==> src/rtl/spi_slave.sv <==
// rtl/spi_slave.sv - SPI slave with synchronized inputs, one-word tx holding register and word-wide rx
`timescale 1ns/1ps
module spi_slave #(
    parameter int               DW   = 8,
    parameter logic             CPOL = 1'b0,
    parameter logic             CPHA = 1'b0,
    parameter logic [DW-1:0]    DEF  = '0
) (
    input  logic            clk_i,
    input  logic            rst_i,
    input  logic            sclk_i,
    input  logic            mosi_i,
    input  logic            ss_i,
    output logic            miso_o,
    output logic            miso_t,
    input  logic [DW-1:0]   tx_dat_i,
    input  logic            tx_vld_i,
    output logic            tx_rdy_o,
    output logic [DW-1:0]   rx_dat_o,
    output logic            rx_vld_o,
    output logic            tx_unf_o,
    output logic            busy_o
);

    localparam int              CW   = $clog2(DW);
    localparam logic [CW-1:0]   LAST = CW'(DW - 1);

    typedef enum logic [1:0] {
        WAIT_IDLE,
        IDLE,
        ACTIVE
    } state_t;

    state_t         r_state;
    state_t         w_state_nx;

    logic           r_sclk_meta, r_sclk_sync, r_sclk_prev;
    logic           r_ss_meta, r_ss_sync, r_ss_prev;
    logic           r_mosi_meta, r_mosi_sync;
    logic [1:0]     r_settle;

    logic [DW-1:0]  r_tx_sh;
    logic [DW-1:0]  r_hold;
    logic           r_hold_full;
    logic [CW-1:0]  r_cnt;
    logic [DW-1:0]  r_rx_sh;
    logic [DW-1:0]  r_rx_dat;
    logic           r_rx_vld;
    logic           r_tx_unf;
    logic           r_miso_t;

    logic           w_lead, w_trail, w_sclk_sample, w_sclk_shift;
    logic           w_ss_fall, w_ss_rise;
    logic           w_start, w_stop, w_sample, w_shift;
    logic           w_last, w_wrap, w_load, w_tx_shift, w_accept;

    // Two-flop synchronizers plus one history flop for edge detection; settle counter
    // keeps WAIT_IDLE from trusting the reset value of the ss synchronizer.
    always_ff @(posedge clk_i) begin
        if (rst_i) begin
            r_sclk_meta <= CPOL;
            r_sclk_sync <= CPOL;
            r_sclk_prev <= CPOL;
            r_ss_meta   <= 1'b1;
            r_ss_sync   <= 1'b1;
            r_ss_prev   <= 1'b1;
            r_mosi_meta <= 1'b0;
            r_mosi_sync <= 1'b0;
            r_settle    <= 2'd0;
        end else begin
            r_sclk_meta <= sclk_i;
            r_sclk_sync <= r_sclk_meta;
            r_sclk_prev <= r_sclk_sync;
            r_ss_meta   <= ss_i;
            r_ss_sync   <= r_ss_meta;
            r_ss_prev   <= r_ss_sync;
            r_mosi_meta <= mosi_i;
            r_mosi_sync <= r_mosi_meta;
            if (r_settle != 2'd3) begin
                r_settle <= r_settle + 2'd1;
            end
        end
    end

    assign w_lead        = (r_sclk_prev == CPOL) && (r_sclk_sync != CPOL);
    assign w_trail       = (r_sclk_prev != CPOL) && (r_sclk_sync == CPOL);
    assign w_sclk_sample = CPHA ? w_trail : w_lead;
    assign w_sclk_shift  = CPHA ? w_lead  : w_trail;
    assign w_ss_fall     = r_ss_prev & ~r_ss_sync;
    assign w_ss_rise     = ~r_ss_prev & r_ss_sync;

    // State register.
    always_ff @(posedge clk_i) begin
        if (rst_i) begin
            r_state <= WAIT_IDLE;
        end else begin
            r_state <= w_state_nx;
        end
    end

    // Next state and per-cycle frame events; SPI edges only count while ACTIVE.
    always_comb begin
        w_state_nx = r_state;
        w_start    = 1'b0;
        w_stop     = 1'b0;
        w_sample   = 1'b0;
        w_shift    = 1'b0;
        case (r_state)
            WAIT_IDLE: begin
                if ((r_settle == 2'd3) && r_ss_sync) begin
                    w_state_nx = IDLE;
                end
            end
            IDLE: begin
                if (w_ss_fall) begin
                    w_state_nx = ACTIVE;
                    w_start    = 1'b1;
                end
            end
            ACTIVE: begin
                if (w_ss_rise) begin
                    w_state_nx = IDLE;
                    w_stop     = 1'b1;
                end else begin
                    w_sample   = w_sclk_sample;
                    w_shift    = w_sclk_shift;
                end
            end
            default: begin
                w_state_nx = WAIT_IDLE;
            end
        endcase
    end

    // A shift edge at count 0 is the word boundary: CPHA=0 loads there, CPHA=1 holds
    // the MSB that was loaded on the last sample edge of the previous word.
    assign w_last     = (r_cnt == LAST);
    assign w_wrap     = w_sample & w_last;
    assign w_load     = w_start | (CPHA ? w_wrap : (w_shift && (r_cnt == '0)));
    assign w_tx_shift = w_shift && (r_cnt != '0);
    assign w_accept   = tx_vld_i & ~r_hold_full;

    // Tx holding/shift registers, bit counter, rx assembly and output pulses.
    always_ff @(posedge clk_i) begin
        if (rst_i) begin
            r_tx_sh     <= '0;
            r_hold      <= '0;
            r_hold_full <= 1'b0;
            r_cnt       <= '0;
            r_rx_sh     <= '0;
            r_rx_dat    <= '0;
            r_rx_vld    <= 1'b0;
            r_tx_unf    <= 1'b0;
            r_miso_t    <= 1'b1;
        end else begin
            r_rx_vld <= 1'b0;
            r_tx_unf <= 1'b0;

            if (w_load) begin
                r_tx_sh  <= r_hold_full ? r_hold : DEF;
                r_tx_unf <= ~r_hold_full;
            end else if (w_tx_shift) begin
                r_tx_sh  <= {r_tx_sh[DW-2:0], 1'b0};
            end

            if (w_accept) begin
                r_hold      <= tx_dat_i;
                r_hold_full <= 1'b1;
            end else if (w_load) begin
                r_hold_full <= 1'b0;
            end

            if (w_start) begin
                r_cnt <= '0;
            end else if (w_sample) begin
                r_cnt <= w_last ? '0 : r_cnt + 1'b1;
            end

            if (w_sample) begin
                r_rx_sh <= {r_rx_sh[DW-2:0], r_mosi_sync};
                if (w_last) begin
                    r_rx_dat <= {r_rx_sh[DW-2:0], r_mosi_sync};
                    r_rx_vld <= 1'b1;
                end
            end

            if (w_start) begin
                r_miso_t <= 1'b0;
            end else if (w_stop) begin
                r_miso_t <= 1'b1;
            end
        end
    end

    assign miso_o   = r_tx_sh[DW-1];
    assign miso_t   = r_miso_t;
    assign tx_rdy_o = ~r_hold_full;
    assign rx_dat_o = r_rx_dat;
    assign rx_vld_o = r_rx_vld;
    assign tx_unf_o = r_tx_unf;
    assign busy_o   = (r_state == ACTIVE);

endmodule

==> config.mk <==
export PLATFORM = sky130hd
export DESIGN_NAME = spi_slave
export DESIGN_NICKNAME = d
export VERILOG_FILES = /design/src/rtl/spi_slave.sv
export SDC_FILE = /design/constraint.sdc
export NUM_CORES = 1
export LEC_CHECK = 0
export CAP_MARGIN = 20
export CORE_MARGIN = 5
export CORE_UTILIZATION = 30
export CTS_CLUSTER_DIAMETER = 80
export DETAILED_ROUTE_END_ITERATION = 10
export GPL_TIMING_DRIVEN = 0
export SYNTH_ARGS = -nofsm -noshare
export SYNTH_HDL_FRONTEND = slang
export SYNTH_SLANG_ARGS = --single-unit
==> constraint.sdc <==
create_clock -name clk_i -period 1.55 [get_ports clk_i]
set_input_delay 0.31 -clock clk_i [delete_from_list [all_inputs] [get_ports clk_i]]
set_output_delay 0.31 -clock clk_i [all_outputs]
set_load 0.005 [all_outputs]
### Word level (Yosys, flattened, before mapping)

Cells that the tools add are included.

* bits in registers: 50
* latch bits: 0
* memory bits (writable): 0
* ROM bits: 0
* input port bits: 14
* word-level logic and storage cells: 77
* memories: 0

* $add $sub $neg: 2
* multiply operators: 0
* divide/modulo/power cells: 0
* magnitude comparators: 0
* eq/ne operators: 8
* shifts and indexed selects: 0
* muxes and demuxes: 21
* bitwise operators: 11
* reduce and logical (&&, ||, !) cells: 16

Operators by type and width (count)
* 2-to-1 mux 8 bit: 3
* 2-to-1 mux 1 bit: 13
* inverter 1 bit: 7
* 2-to-1 mux 2 bit: 3
* != test 2 bit, second input constant: 3
* case mux 2 bit (3 select lines): 1
* nonzero test 2 bit: 3
* OR reduction 2 bit: 3
* logical AND 1 bit: 5
* == test 2 bit, second input constant: 2
* adder 3 x 1 -> 3 bit, second input constant: 1
* AND 1 bit: 3
* == test 3 bit, second input constant: 1
* logical NOT 3 bit: 1
* 2-to-1 mux 3 bit: 1
* AND reduction 3 bit: 1
* nonzero test 3 bit: 1
* adder 2 x 1 -> 2 bit, second input constant: 1
* == test 2 x 1 -> 1 bit, second input constant: 1
* logical NOT 2 bit: 1
* != test 2 x 1 -> 1 bit, second input constant: 1
* AND reduction 2 bit: 1
* bitwise OR 1 bit: 1

### Logic depth before layout (Yosys ltp)

* depth in word-level cells: 8
* gate-level depth with buffers: 7
* gate-level depth less buffers: 6

### Worst setup path after synthesis

OpenSTA, ideal clock, no wires.

* path type: register to register
* start: register r_cnt[0]
* end: register r_tx_sh[1]
* setup time: 131 ps
* arrival: 1190 ps
* required time: 1419 ps
* path slack: 229 ps
* cell stages (with the launch flop): 8
* buffers on the path: 1
* cell sequence: dfxtp_1 inv_1 ha_1 nand2b_1 and2_1 buf_6 a221oi_1 nor3_1

* word-level cells in the longest chain between the ends: 4

RTL lines
* start, declared: RTL line 45 `logic [CW-1:0] r_cnt;`
* start signal, assigned: RTL line 176 `r_cnt <= w_last ? '0 : r_cnt + 1'b1;`
* logical NOT 3 bit: RTL line 139 `assign w_load = w_start | (CPHA ? w_wrap : (w_shift && (r_cnt == '0)));`
* logical AND 1 bit: RTL line 139
* bitwise OR 1 bit: RTL line 139
* 2-to-1 mux 8 bit or nonzero test 2 bit (tied branches)
* end signal, assigned: RTL line 160 `r_tx_sh <= r_hold_full ? r_hold : DEF;`
* end signal, assigned: RTL line 163 `r_tx_sh <= {r_tx_sh[DW-2:0], 1'b0};`
* end, declared: RTL line 42 `logic [DW-1:0] r_tx_sh;`

Several ways; a longest one is shown, not always the timed one.
A chain may end at the register's enable or synchronous reset.

### Final worst setup path

* start: register r_state[1]
* end: register r_tx_sh[3]

* word-level cells in the longest chain between the ends: 5

RTL lines
* start, declared: RTL line 34 `state_t r_state;`
* start signal, assigned: RTL line 97 `r_state <= w_state_nx;`
* == test 2 bit: RTL line 108 `case (r_state)`
* 2-to-1 mux 1 bit: RTL line 108
* logical AND 1 bit: RTL line 139
* bitwise OR 1 bit: RTL line 139
* 2-to-1 mux 8 bit or nonzero test 2 bit (tied branches)

Several ways; a longest one is shown, not always the timed one.

==> impl_metrics.env <==
export IMPL_powerDensity_nw_per_um2=999.0
export IMPL_htreeDepth=2
export IMPL_wire_per_inst_microns=12.51
export IMPL_fp_coreArea_sq_um=6277
export IMPL_place_hpwl_mm=2.686
export IMPL_ys_flop_type="dfxtp_1"
export IMPL_initial_core_util=0.3054
export IMPL_max_slew_margin=0.7021
export IMPL_cts_buffer_depth=2
export IMPL_worst_setup_path_type="reg2reg"
export IMPL_synth_seq_cells=50
export IMPL_io_pin_count=28
export IMPL_critPathLaunchType="flip-flop"
export IMPL_setup_viol=0
export IMPL_viasPerCell=4.627
export IMPL_layout_drive_gt1_share=0.1368
export IMPL_synth_warnings=0
export IMPL_synth_fp_nets=216
export IMPL_antenna_found_initial=0
export IMPL_p_sw_uw=517.5
export IMPL_leakagePower_uw=0.001051
export IMPL_worst_pin_slew_ns=0.4469
export IMPL_ir_drop_uv=475.6
export IMPL_post_place_ws_ns=-0.3289
export IMPL_fin_skew_ns=0.006924
export IMPL_whs_ns=0.4192
export IMPL_arrival_ns=1.65
export IMPL_die_h_microns=89.94
export IMPL_globalplace_congestion=0.7331
export IMPL_netSwitchingFraction=0.2115
export IMPL_internal_power_uw=1930
export IMPL_drc_errors=0
export IMPL_finalMaxSlewViolations=0
export IMPL_seq_power_share=0.554
export IMPL_globalRouteMet1Util=0.1266
export IMPL_status="finished, final reports clean"
export IMPL_synth_edf_count=0
export IMPL_grt_pass1_vias=1425
export IMPL_root_buffer="clkbuf_8"
export IMPL_cts_made_buffers=5
export IMPL_synth_avg_cell_area_sq_um=9.681
export IMPL_grtUsageTotal=0.09796
export IMPL_grt_start_max_net_pins=15
export IMPL_grt_overflow_total=0
export IMPL_grt_busiest_layer="met2"
export IMPL_drt_initial_drc_count=69
export IMPL_period_share=0.9496
export IMPL_cp_end_kind="flip-flop"
export IMPL_clkSlewWorstSetupHoldPaths_ns=0.09
export IMPL_rsz0062_at_grt="no"
export IMPL_diodes=0
export IMPL_ant_nets=0
export IMPL_fmax_mhz=679.4
export IMPL_ys_seq_area_frac=0.5222
export IMPL_routed_wl_mm=3.890
export IMPL_nets=252
export IMPL_setup_ws_ns=0.07812
export IMPL_rows=29
export IMPL_crit_fanout=7
export IMPL_grt_use_met3=0.02922
export IMPL_cts_tree="built"
export IMPL_area_delta_synth_final_pct=27.81
export IMPL_timing_final_crit_period_ns=1.472
export IMPL_syn_area_sq_um=1917
export IMPL_synthCells=198
export IMPL_insertion_delay_ns=0.30
export IMPL_pwr_share_clk=0.375
export IMPL_cp_data_required_time_ns=1.72
export IMPL_drtPass1Iterations=4
export IMPL_drv_cap=0
export IMPL_die_area_sq_um=8088
export IMPL_die_w_microns=89.94
export IMPL_port_buffers=27
export IMPL_ys_types=31
export IMPL_grt_use_met2=0.1573
export IMPL_grt_pass1_wl_mm=6.651
export IMPL_pwr_share_comb=0.070
export IMPL_numClockSinks=50
export IMPL_hold_viol_final=0
export IMPL_synth_async_reset_ratio=0
export IMPL_num_vias=1439
export IMPL_hold_path_class="reg2reg"
metrics by stage:
stage	cell area, sq um	utilization	cells	power (uW)	TNS [ns]
finish	2450	0.3903	311	2447	0
global placement	2283	0.3638	302	1552	-9.580
global route	2450	0.3903	311	2568	0
floorplan	1917	-	198	1481	0
detailed placement	2283	0.3638	302	1556	-9.103
CTS	2417	0.3851	311	2480	0
final timing paths:
kind | slack [ns] | depth (start not counted) | endpoint | startpoint
worst max-delay path | 0.08 | 6 | r_tx_sh[3]$_SDFFE_PP0P_ | r_state[1]$_SDFFE_PP0P_
worst min-delay path | 0.42 | 1 | r_ss_sync$_SDFF_PP1_ | r_ss_meta$_SDFF_PP1_
worst max register to register | 0.08 | 6 | r_tx_sh[3]$_SDFFE_PP0P_ | r_state[1]$_SDFFE_PP0P_
worst min register to register | 0.42 | 1 | r_ss_sync$_SDFF_PP1_ | r_ss_meta$_SDFF_PP1_
timing repair:
action / CTS / global route
resized for setup: 9 / 6
hold endpoints to repair: 0 / 0
pin swaps: 0 / 1
buffers inserted: 2 / 0
endpoints found under the setup margin: 5 / 16
hold buffers: 0 / 0
final cells by class:
cell class                      instances  area, sq um
Sequential cell                        50         1007
Clock buffer                            6        82.58
Inverter                                4        15.01
Tap cell                               77        96.34
Clock inverter                          1        30.03
Buffer                                 10        60.06
Multi-Input combinational cell        134        875.8
Timing Repair Buffer                   29        282.8
Fill cell                             631         3827
cells by family after synthesis:
group	after synthesis	share of synthesized area
buf+inv	14	0.03720
mux	18	0.09399
compound gates	28	0.1071
fa+ha+maj	4	0.02611
xor+xnor	1	0.004570
simple gates	83	0.2089
flops	50	0.5222
metal layers:
metal | share of wire | wire length (microns)
met3 | 0.051 | 199
met4 | 0.012 | 47
met1 | 0.47 | 1828
met5 | 0 | 0
met2 | 0.47 | 1813
critical path: stages (launching register included):
cell	delay (ns)
dfxtp_2	0.33
buf_4	0.14
nand4bb_4	0.21
and2_1	0.17
buf_6	0.13
a221oi_1	0.30
nor3_1	0.08
sequential cells by signal (all words and copies together) (netlist names), 2 cells and up:
register and count:
r_cnt 3, r_hold 8, r_rx_sh 7, r_settle 2
r_state 2, r_tx_sh 8, rx_dat_o 8
cell usage after synthesis, types with 3 or more instances:
library cell   n  share of area
mux2i_1       18          0.094
nand2_1       20          0.039
nor3_1         8          0.021
ha_1           4          0.026
a221oi_1       7          0.032
or2_2          5          0.016
nor2_1        31          0.061
nand2b_1       3         0.0098
a21oi_1       14          0.037
inv_1          4         0.0078
clkbuf_1       6          0.012
nor2b_1        8          0.026
buf_4          3          0.012
dfxtp_1       50           0.52
power by group through the flow:
stage          Combinational [uW]  Clock [uW]  Sequential (uW)
6_report                      172         918             1360
5_1_grt                       199        1000             1360
4_1_cts                       173         952             1350
3_5_place_dp                  172           0             1380
3_3_place_gp                  170           0             1380
2_1_floorplan                 105           0             1380
cells in the final DEF, fill, tap and decap left out, types with 4 or more instances in the layout:
cell type / synthesis / layout
buf_4: 3 / 5
clkdlybuf4s50_1: 0 / 25
dfxtp_1: 50 / 47
clkbuf_8: 0 / 6
mux2i_1: 18 / 18
nor2_1: 31 / 31
a21oi_1: 14 / 14
or2_2: 5 / 5
nand2_1: 20 / 20
ha_1: 4 / 4
nor3_1: 8 / 8
a221oi_1: 7 / 5
nor2b_1: 8 / 8
Note: power is estimated with default switching activity, not from simulation.
